## config.mk

```make
export PLATFORM = sky130hd
export DESIGN_NAME = riscv_test_monitor
export DESIGN_NICKNAME = d
export VERILOG_FILES = /design/src/rtl/riscv_test_monitor.sv
export SDC_FILE = /design/constraint.sdc
export NUM_CORES = 1
export LEC_CHECK = 0
export CORE_MARGIN = 2
export CORE_UTILIZATION = 39
export DETAILED_ROUTE_END_ITERATION = 16
export GPL_ROUTABILITY_DRIVEN = 1
export PLACE_DENSITY = 0.78
export SLEW_MARGIN = 15
export SYNTH_ARGS = -nofsm -noshare
export SYNTH_HDL_FRONTEND = slang
export SYNTH_SLANG_ARGS = --single-unit
```

## constraint.sdc

```tcl
create_clock -name clk -period 2.95 [get_ports clk]
set_input_delay 0.295 -clock clk [delete_from_list [all_inputs] [get_ports clk]]
set_output_delay 0.295 -clock clk [all_outputs]
set_load 0.01 [all_outputs]
```

## src/rtl/riscv_test_monitor.sv

```systemverilog
`default_nettype none
// ============================================================================
// Module  : riscv_test_monitor
// Brief   : Pass/fail/timeout monitor for riscv-tests runs on 1..8 harts,
//           detecting results by retire-PC match (gp check) or tohost stores.
// Revision: 1.0 - initial release
// ============================================================================
module riscv_test_monitor #(
    parameter int              XLEN        = 32,
    parameter int              NUM_HARTS   = 1,
    parameter int              MODE        = 0,
    parameter logic [XLEN-1:0] PASS_PC     = 'h44,
    parameter logic [XLEN-1:0] TOHOST_ADDR = 'h1000,
    parameter int              TIMEOUT     = 5000,
    parameter int              CNT_W       = 32
) (
    input  logic                      clk,
    input  logic                      rst,
    input  logic                      start,
    input  logic [NUM_HARTS-1:0]      pc_valid,
    input  logic [NUM_HARTS*XLEN-1:0] pc,
    input  logic [NUM_HARTS*XLEN-1:0] gp,
    input  logic [NUM_HARTS-1:0]      st_valid,
    input  logic [NUM_HARTS*XLEN-1:0] st_addr,
    input  logic [NUM_HARTS*XLEN-1:0] st_data,
    output logic                      done,
    output logic                      pass,
    output logic                      timeout,
    output logic [NUM_HARTS-1:0]      hart_done,
    output logic [XLEN-1:0]           fail_code,
    output logic [CNT_W-1:0]          cycles
);

    typedef enum logic [2:0] {
        S_IDLE = 3'd0,
        S_RUN  = 3'd1,
        S_PASS = 3'd2,
        S_FAIL = 3'd3,
        S_TMO  = 3'd4
    } state_t;

    localparam logic [CNT_W-1:0] c_TMO_LAST = CNT_W'(TIMEOUT - 1);
    localparam logic [XLEN-1:0]  c_PASS_VAL = XLEN'(1);

    state_t                r_state;
    state_t                w_state_nx;
    logic [NUM_HARTS-1:0]  w_hit;
    logic [NUM_HARTS-1:0]  w_evt;
    logic [NUM_HARTS-1:0]  w_fail;
    logic [XLEN-1:0]       w_val [NUM_HARTS];
    logic [XLEN-1:0]       w_code;
    logic                  w_unused_inputs;

    // Only one detection mode is built; the other mode's inputs are sunk here.
    assign w_unused_inputs = ^{pc_valid, pc, gp, st_valid, st_addr, st_data};

    for (genvar h = 0; h < NUM_HARTS; h++) begin : g_hart
        if (MODE == 0) begin : g_pc_match
            assign w_hit[h] = pc_valid[h] && (pc[h*XLEN +: XLEN] == PASS_PC);
            assign w_val[h] = gp[h*XLEN +: XLEN];
        end else begin : g_tohost
            // Stores with data[0]=0 are not result writes and are ignored.
            assign w_hit[h] = st_valid[h] && (st_addr[h*XLEN +: XLEN] == TOHOST_ADDR)
                              && st_data[h*XLEN];
            assign w_val[h] = st_data[h*XLEN +: XLEN];
        end
        assign w_evt[h]  = (r_state == S_RUN) && !hart_done[h] && w_hit[h];
        assign w_fail[h] = w_evt[h] && (w_val[h] != c_PASS_VAL);
    end

    always_comb begin
        w_code = '0;
        // Descending scan so the lowest-index failing hart wins.
        for (int h = NUM_HARTS - 1; h >= 0; h--) begin
            if (w_fail[h]) begin
                w_code = w_val[h] >> 1;
            end
        end
    end

    always_comb begin
        w_state_nx = r_state;
        if (start) begin
            w_state_nx = S_RUN;
        end else if (r_state == S_RUN) begin
            if (|w_fail) begin
                w_state_nx = S_FAIL;
            end else if (&(hart_done | w_evt)) begin
                w_state_nx = S_PASS;
            end else if (cycles == c_TMO_LAST) begin
                w_state_nx = S_TMO;
            end
        end
    end

    always_ff @(posedge clk or negedge rst) begin
        if (!rst) begin
            r_state <= S_IDLE;
        end else begin
            r_state <= w_state_nx;
        end
    end

    always_ff @(posedge clk or negedge rst) begin
        if (!rst) begin
            done      <= 1'b0;
            pass      <= 1'b0;
            timeout   <= 1'b0;
            hart_done <= '0;
            fail_code <= '0;
            cycles    <= '0;
        end else begin
            done    <= (w_state_nx == S_PASS) || (w_state_nx == S_FAIL) || (w_state_nx == S_TMO);
            pass    <= (w_state_nx == S_PASS);
            timeout <= (w_state_nx == S_TMO);
            if (start) begin
                hart_done <= '0;
                fail_code <= '0;
                cycles    <= '0;
            end else if (r_state == S_RUN) begin
                if (cycles != '1) begin
                    cycles <= cycles + 1'b1;
                end
                hart_done <= hart_done | w_evt;
                if (|w_fail) begin
                    fail_code <= w_code;
                end
            end
        end
    end

endmodule
`default_nettype wire

```

After elaboration in Yosys (flattened, before gate mapping)
Index checks and enable logic that the tools add are counted.
{"block": "totals", "ff_bits": 71, "latch_bits": 0, "ram_bits": 0, "romBits": 0, "input_bits": 133, "out_inout_bits": 68, "wordCells": 42, "memories": 0}
{"block": "op_classes", "n_addsub": 1, "multipliers": 0, "div": 0, "magnitude_cmp": 0, "n_eq_ne": 8, "n_shift": 0, "muxes": 13, "n_bitwise": 1, "reduce_logical": 12}
{"op": "2-to-1 mux 32 bit", "n": 6}
{"op": "adder 32 x 1 -> 32 bit (second input constant)", "n": 1}
{"op": "equality test 32 x 13 -> 1 bit (second input constant)", "n": 1}
{"op": "equality test 32 x 7 -> 1 bit (second input constant)", "n": 1}
{"op": "!= test 32 x 1 -> 1 bit (second input constant)", "n": 1}
{"op": "!= test 32 bit (second input constant)", "n": 1}
{"op": "2-to-1 mux 3 bit", "n": 5}
{"op": "equality test 3 x 2 -> 1 bit (second input constant)", "n": 2}
{"op": "nonzero test 2 bit", "n": 3}
{"op": "logical AND 1 bit", "n": 4}
{"op": "AND reduction 2 bit", "n": 2}
{"op": "equality test 3 x 1 -> 1 bit (second input constant)", "n": 1}
{"op": "equality test 3 bit (second input constant)", "n": 1}
{"op": "logical OR 1 bit", "n": 2}
{"op": "2-to-1 mux 1 bit", "n": 2}
{"op": "logical NOT 1 bit", "n": 1}
{"op": "bitwise OR 1 bit", "n": 1}

Logic depth before layout (Yosys ltp)
Gate-level depths: netlist of run 1.
{"block": "logic_depth", "depth_word": 11, "ltp_mapped": 8, "ltp_nobuf": 6}

Worst setup path before layout of run 1
OpenSTA, ideal clock, no wires.
{"block": "synth_path", "path_type": "flip-flop to flip-flop", "startpoint": "reg cycles[0]", "endpoint": "reg cycles[11]", "setup_ns": 0.078, "arrival_ns": 2.150, "t_required_ns": 2.872, "path_slack_ns": 0.722, "path_stages_with_launch": 7, "path_buffers": 0, "synth_period_minus_slack_ns": 2.228, "path_cell_list": "dfrtp_1 -> ha_1 -> and3_1 -> and4_1 -> a31oi_1 -> or4b_2 -> a21oi_1"}
{"block": "synth_between", "elab_chain_len": 4, "elab_cells_between_ends": 7, "cone_classes": "add/sub (1); eq/ne (1); mux (3); reduce/logical (2)"}
{"element": "start, declared", "line_no": "31", "source": "output logic [CNT_W-1:0] cycles"}
{"element": "start signal, assigned", "line_no": "122", "source": "cycles <= cycles + 1'b1;"}
{"element": "adder 32 x 1 -> 32 bit", "line_no": "122"}
{"element": "2-to-1 mux 32 bit", "line_no": "121", "source": "if (cycles != '1) begin"}
{"element": "2-to-1 mux 32 bit", "line_no": "120", "source": "end else if (r_state == S_RUN) begin"}
{"element": "2-to-1 mux 32 bit", "line_no": "116", "source": "if (start) begin"}
Parallel ways exist; a longest one is shown, timed or not. The select of a mux whose other input is x is not followed.
A chain may end at the register's enable or synchronous reset.

Worst setup path after layout of run 1
Same ends and word-level chain as after synthesis.

==> results of run 1 <==
repair_timing:
item,4_1_cts,5_1_grt
hold buffers,1,0
endpoints found under the hold margin,70,0
setup endpoints to repair,0,0
registers in the layout, indices dropped and copies added (netlist names):
name       cells
r_state        3
timeout        1
hart_done      1
done           1
pass           1
cycles        32
fail_code     31
cells in the final DEF, fill, tap and decap left out, types with 3 or more instances in the layout:
cell / n
mux2i_1: 31
nand3_1: 10
clkbuf_8: 10
buf_4: 9
o31ai_1: 5
nor4b_1: 4
and3_1: 6
nand4_1: 17
nand3b_1: 4
or4_1: 6
dfrtp_1: 70
inv_1: 3
nor4_1: 21
nand2_1: 15
clkdlybuf4s50_1: 132
nor3_1: 3
mux2_2: 7
a21oi_1: 22
or3_1: 15
nor2b_1: 8
o21ai_0: 19
and4_1: 7
a31oi_1: 3
nor2_1: 50
power groups by stage:
stage               registers (W)  logic [W]  clock network [W]
floorplan                0.000987  0.0000330                  0
global placement         0.000987   0.000164                  0
detailed placement       0.000987   0.000167                  0
CTS                      0.000968   0.000169           0.000914
global route             0.000969   0.000181           0.000949
finish                   0.000968   0.000167           0.000891
critical path: stages, from the launching register on:
cell	delay [ns]
dfrtp_1	0.43
ha_1	0.31
and3_1	0.28
and4_1	0.23
a31oi_1	0.27
buf_4	0.20
or4b_2	0.57
a21oi_1	0.15
area by class of cell:
type | instances | area, um2
inverters | 3 | 11.3
repair buffers | 145 | 1430
clock inverters | 6 | 93.8
multi-input cells | 284 | 1850
fillers | 762 | 3780
well taps | 111 | 139
flip-flops and latches | 70 | 1750
clock buffers | 10 | 138
how the worst min path moves through the flow:
| stage | start | end | slack (ns) | depth (start not counted) |
|---|---|---|---|---|
| global route | start | cycles[5] | 0.34 | 2 |
| global placement | rst | cycles[14] | 0.35 | 2 |
| detailed placement | rst | cycles[16] | 0.35 | 2 |
| floorplan | rst | cycles[0] | -0.0006 | 0 |
| CTS | start | cycles[11] | 0.31 | 2 |
| finish | start | cycles[6] | 0.32 | 2 |
per-layer routing:
| metal | share of wire, % | up-vias | wire length (um) | GRT usage [%] |
|---|---|---|---|---|
| li1 | - | 1682 | - | - |
| met1 | 41 | 1731 | 4520 | 26.9 |
| met2 | 49 | 143 | 5460 | 36.7 |
| met5 | 0 | - | 0 | 0 |
| met4 | 2.3 | 0 | 254 | 9.98 |
| met3 | 7.4 | 16 | 822 | 4.49 |
through the flow:
stage               util [%]  hold WS, ns  cells
floorplan                  -    -0.000591    379
global placement        56.2        0.346    612
detailed placement      56.2        0.353    612
CTS                     58.8        0.314    629
global route            58.8        0.340    629
finish                  58.8        0.319    629
kinds of logic (layout without fill, tap and decap cells):
kind of cell             after synthesis  in the layout  share of synthesized area (%)
buffers and inverters                 25            164                           2.95
flip-flops                            70             70                           47.4
multiplexers                          38             38                           10.5
XOR/XNOR                               2              2                          0.475
other                                  1              1                          0.102
AND/OR/NAND/NOR                      185            185                           29.3
AO/OA/AOI/OAI                         57             57                           8.81
adder cells (fa/ha/maj)                1              1                          0.339
==> flow_metrics.env, run 1 <==
export IMPL_drcViolationCount=0
export IMPL_portBuffers=134
export IMPL_syn_nets=513
export IMPL_row_count=35
export IMPL_max_slew_margin_pct=48.4
export IMPL_rr_endpoint="cycles[11]"
export IMPL_crit_arrival_ns=2.79
export IMPL_cts_buffers=9
export IMPL_internal_power_w=0.00157
export IMPL_postRouteAntennaNets=0
export IMPL_fin_crit_sh_pct=85.3
export IMPL_switching_share_pct=22.7
export IMPL_setup_viol=0
export IMPL_ys_seq_area_share_pct=47.4
export IMPL_coreArea_um2=9200
export IMPL_yosys_area_top_type_share_pct=47.4
export IMPL_drt_wirelength_per_cell_um=17.6
export IMPL_placed_cell_area_um2=5170
export IMPL_grt_max_degree=71
export IMPL_gr_total_overflow=0
export IMPL_p_switching_w=0.000460
export IMPL_p_per_area_nw_per_um2=374
export IMPL_tns_ns=0
export IMPL_syn_inst=379
export IMPL_synth_area_top_cells="dfrtp_1, mux2i_1, nor2_1"
export IMPL_timing_rr_start="cycles[0]"
export IMPL_ys_ff_latch=70
export IMPL_ff2ff_setup_slack_ns=0.43
export IMPL_final_layout_size_suffix_gt1_share_pct=8.69
export IMPL_die_w_um=101
export IMPL_crit_required_ns=3.22
export IMPL_cts_buffer_depth=2
export IMPL_power_leakage_nw=2.32
export IMPL_crit_fanout=6
export IMPL_syn_area_per_cell_um2=9.74
export IMPL_async_reset_ff_share_pct=100
export IMPL_cp_startpoint="cycles[0]"
export IMPL_grt_pass1_wl_um=17500
export IMPL_hpwl_um=8130
export IMPL_syn_to_final_growth_pct=46.6
export IMPL_cts_root_buf="clkbuf_8"
export IMPL_wl_um=11100
export IMPL_grt_pass1_vias=3477
export IMPL_p_seq_share_pct=47.8
export IMPL_combinationalPowerShare_pct=8.2
export IMPL_ys_types=46
export IMPL_synth_edf_count=0
export IMPL_cts_tree="built"
export IMPL_endpoint="cycles[11]"
export IMPL_cp_end_kind="register"
export IMPL_clk_latency_ns=0.35
export IMPL_num_vias=3572
export IMPL_p_total_w=0.00203
export IMPL_io_pins=201
export IMPL_ir_worst_vdd_mv=0.246
export IMPL_hold_class="in -> reg"
export IMPL_hold_violations=0
export IMPL_synth_main_ff_cell="dfrtp_1"
export IMPL_die_h_um=101
export IMPL_outcome="completed"
export IMPL_post_cts_resized=0
export IMPL_vias_per_cell=5.68
export IMPL_ff2ff_path_depth=7
export IMPL_dp_slack_ns=0.255
export IMPL_drt_first_pass_iters=5
export IMPL_min_period_ns=2.52
export IMPL_synthTopCellsByCount="dfrtp_1, nor2_1, mux2i_1"
export IMPL_fin_nets=647
export IMPL_worstSetupStartpointType="register"
export IMPL_fin_ws_ns=0.434
export IMPL_worst_slew_pin_slew_ns=0.774
export IMPL_grt_total_usage_pct=21.8
export IMPL_antenna_found_initial=0
export IMPL_grt_setup_unrepaired="false"
export IMPL_htreeDepth=3
export IMPL_maxCapViolations=0
export IMPL_clock_skew_ns=0.00885
export IMPL_syn_area_um2=3690
export IMPL_fmax_ghz=0.398
export IMPL_cts_sinks=70
export IMPL_postCtsSetupBuffers=0
export IMPL_diodes=0
export IMPL_yosysMostFrequentCell="dfrtp_1"
export IMPL_yosysTopAreaCell="dfrtp_1"
export IMPL_die_area_um2=10300
export IMPL_initial_core_util_pct=40.1
export IMPL_drv_slew=0
export IMPL_pwr_share_clk_pct=44.0
export IMPL_ys_warn_count=0
export IMPL_final_area_um2=5410
export IMPL_drtIter0Drc=170
export IMPL_crit_type="reg -> reg"
export IMPL_gp_congestion=0.930
export IMPL_clkTransAtPathRegs_ns=0.08
(Power assumes the default switching activity.)
==> run 2, diff against run 1 <==
Settings changed: CAP_MARGIN set to 30, CTS_CLUSTER_DIAMETER set to 120.
==> results of run 2 <==
Final layout, timing and power as in run 1 (identical DEF).
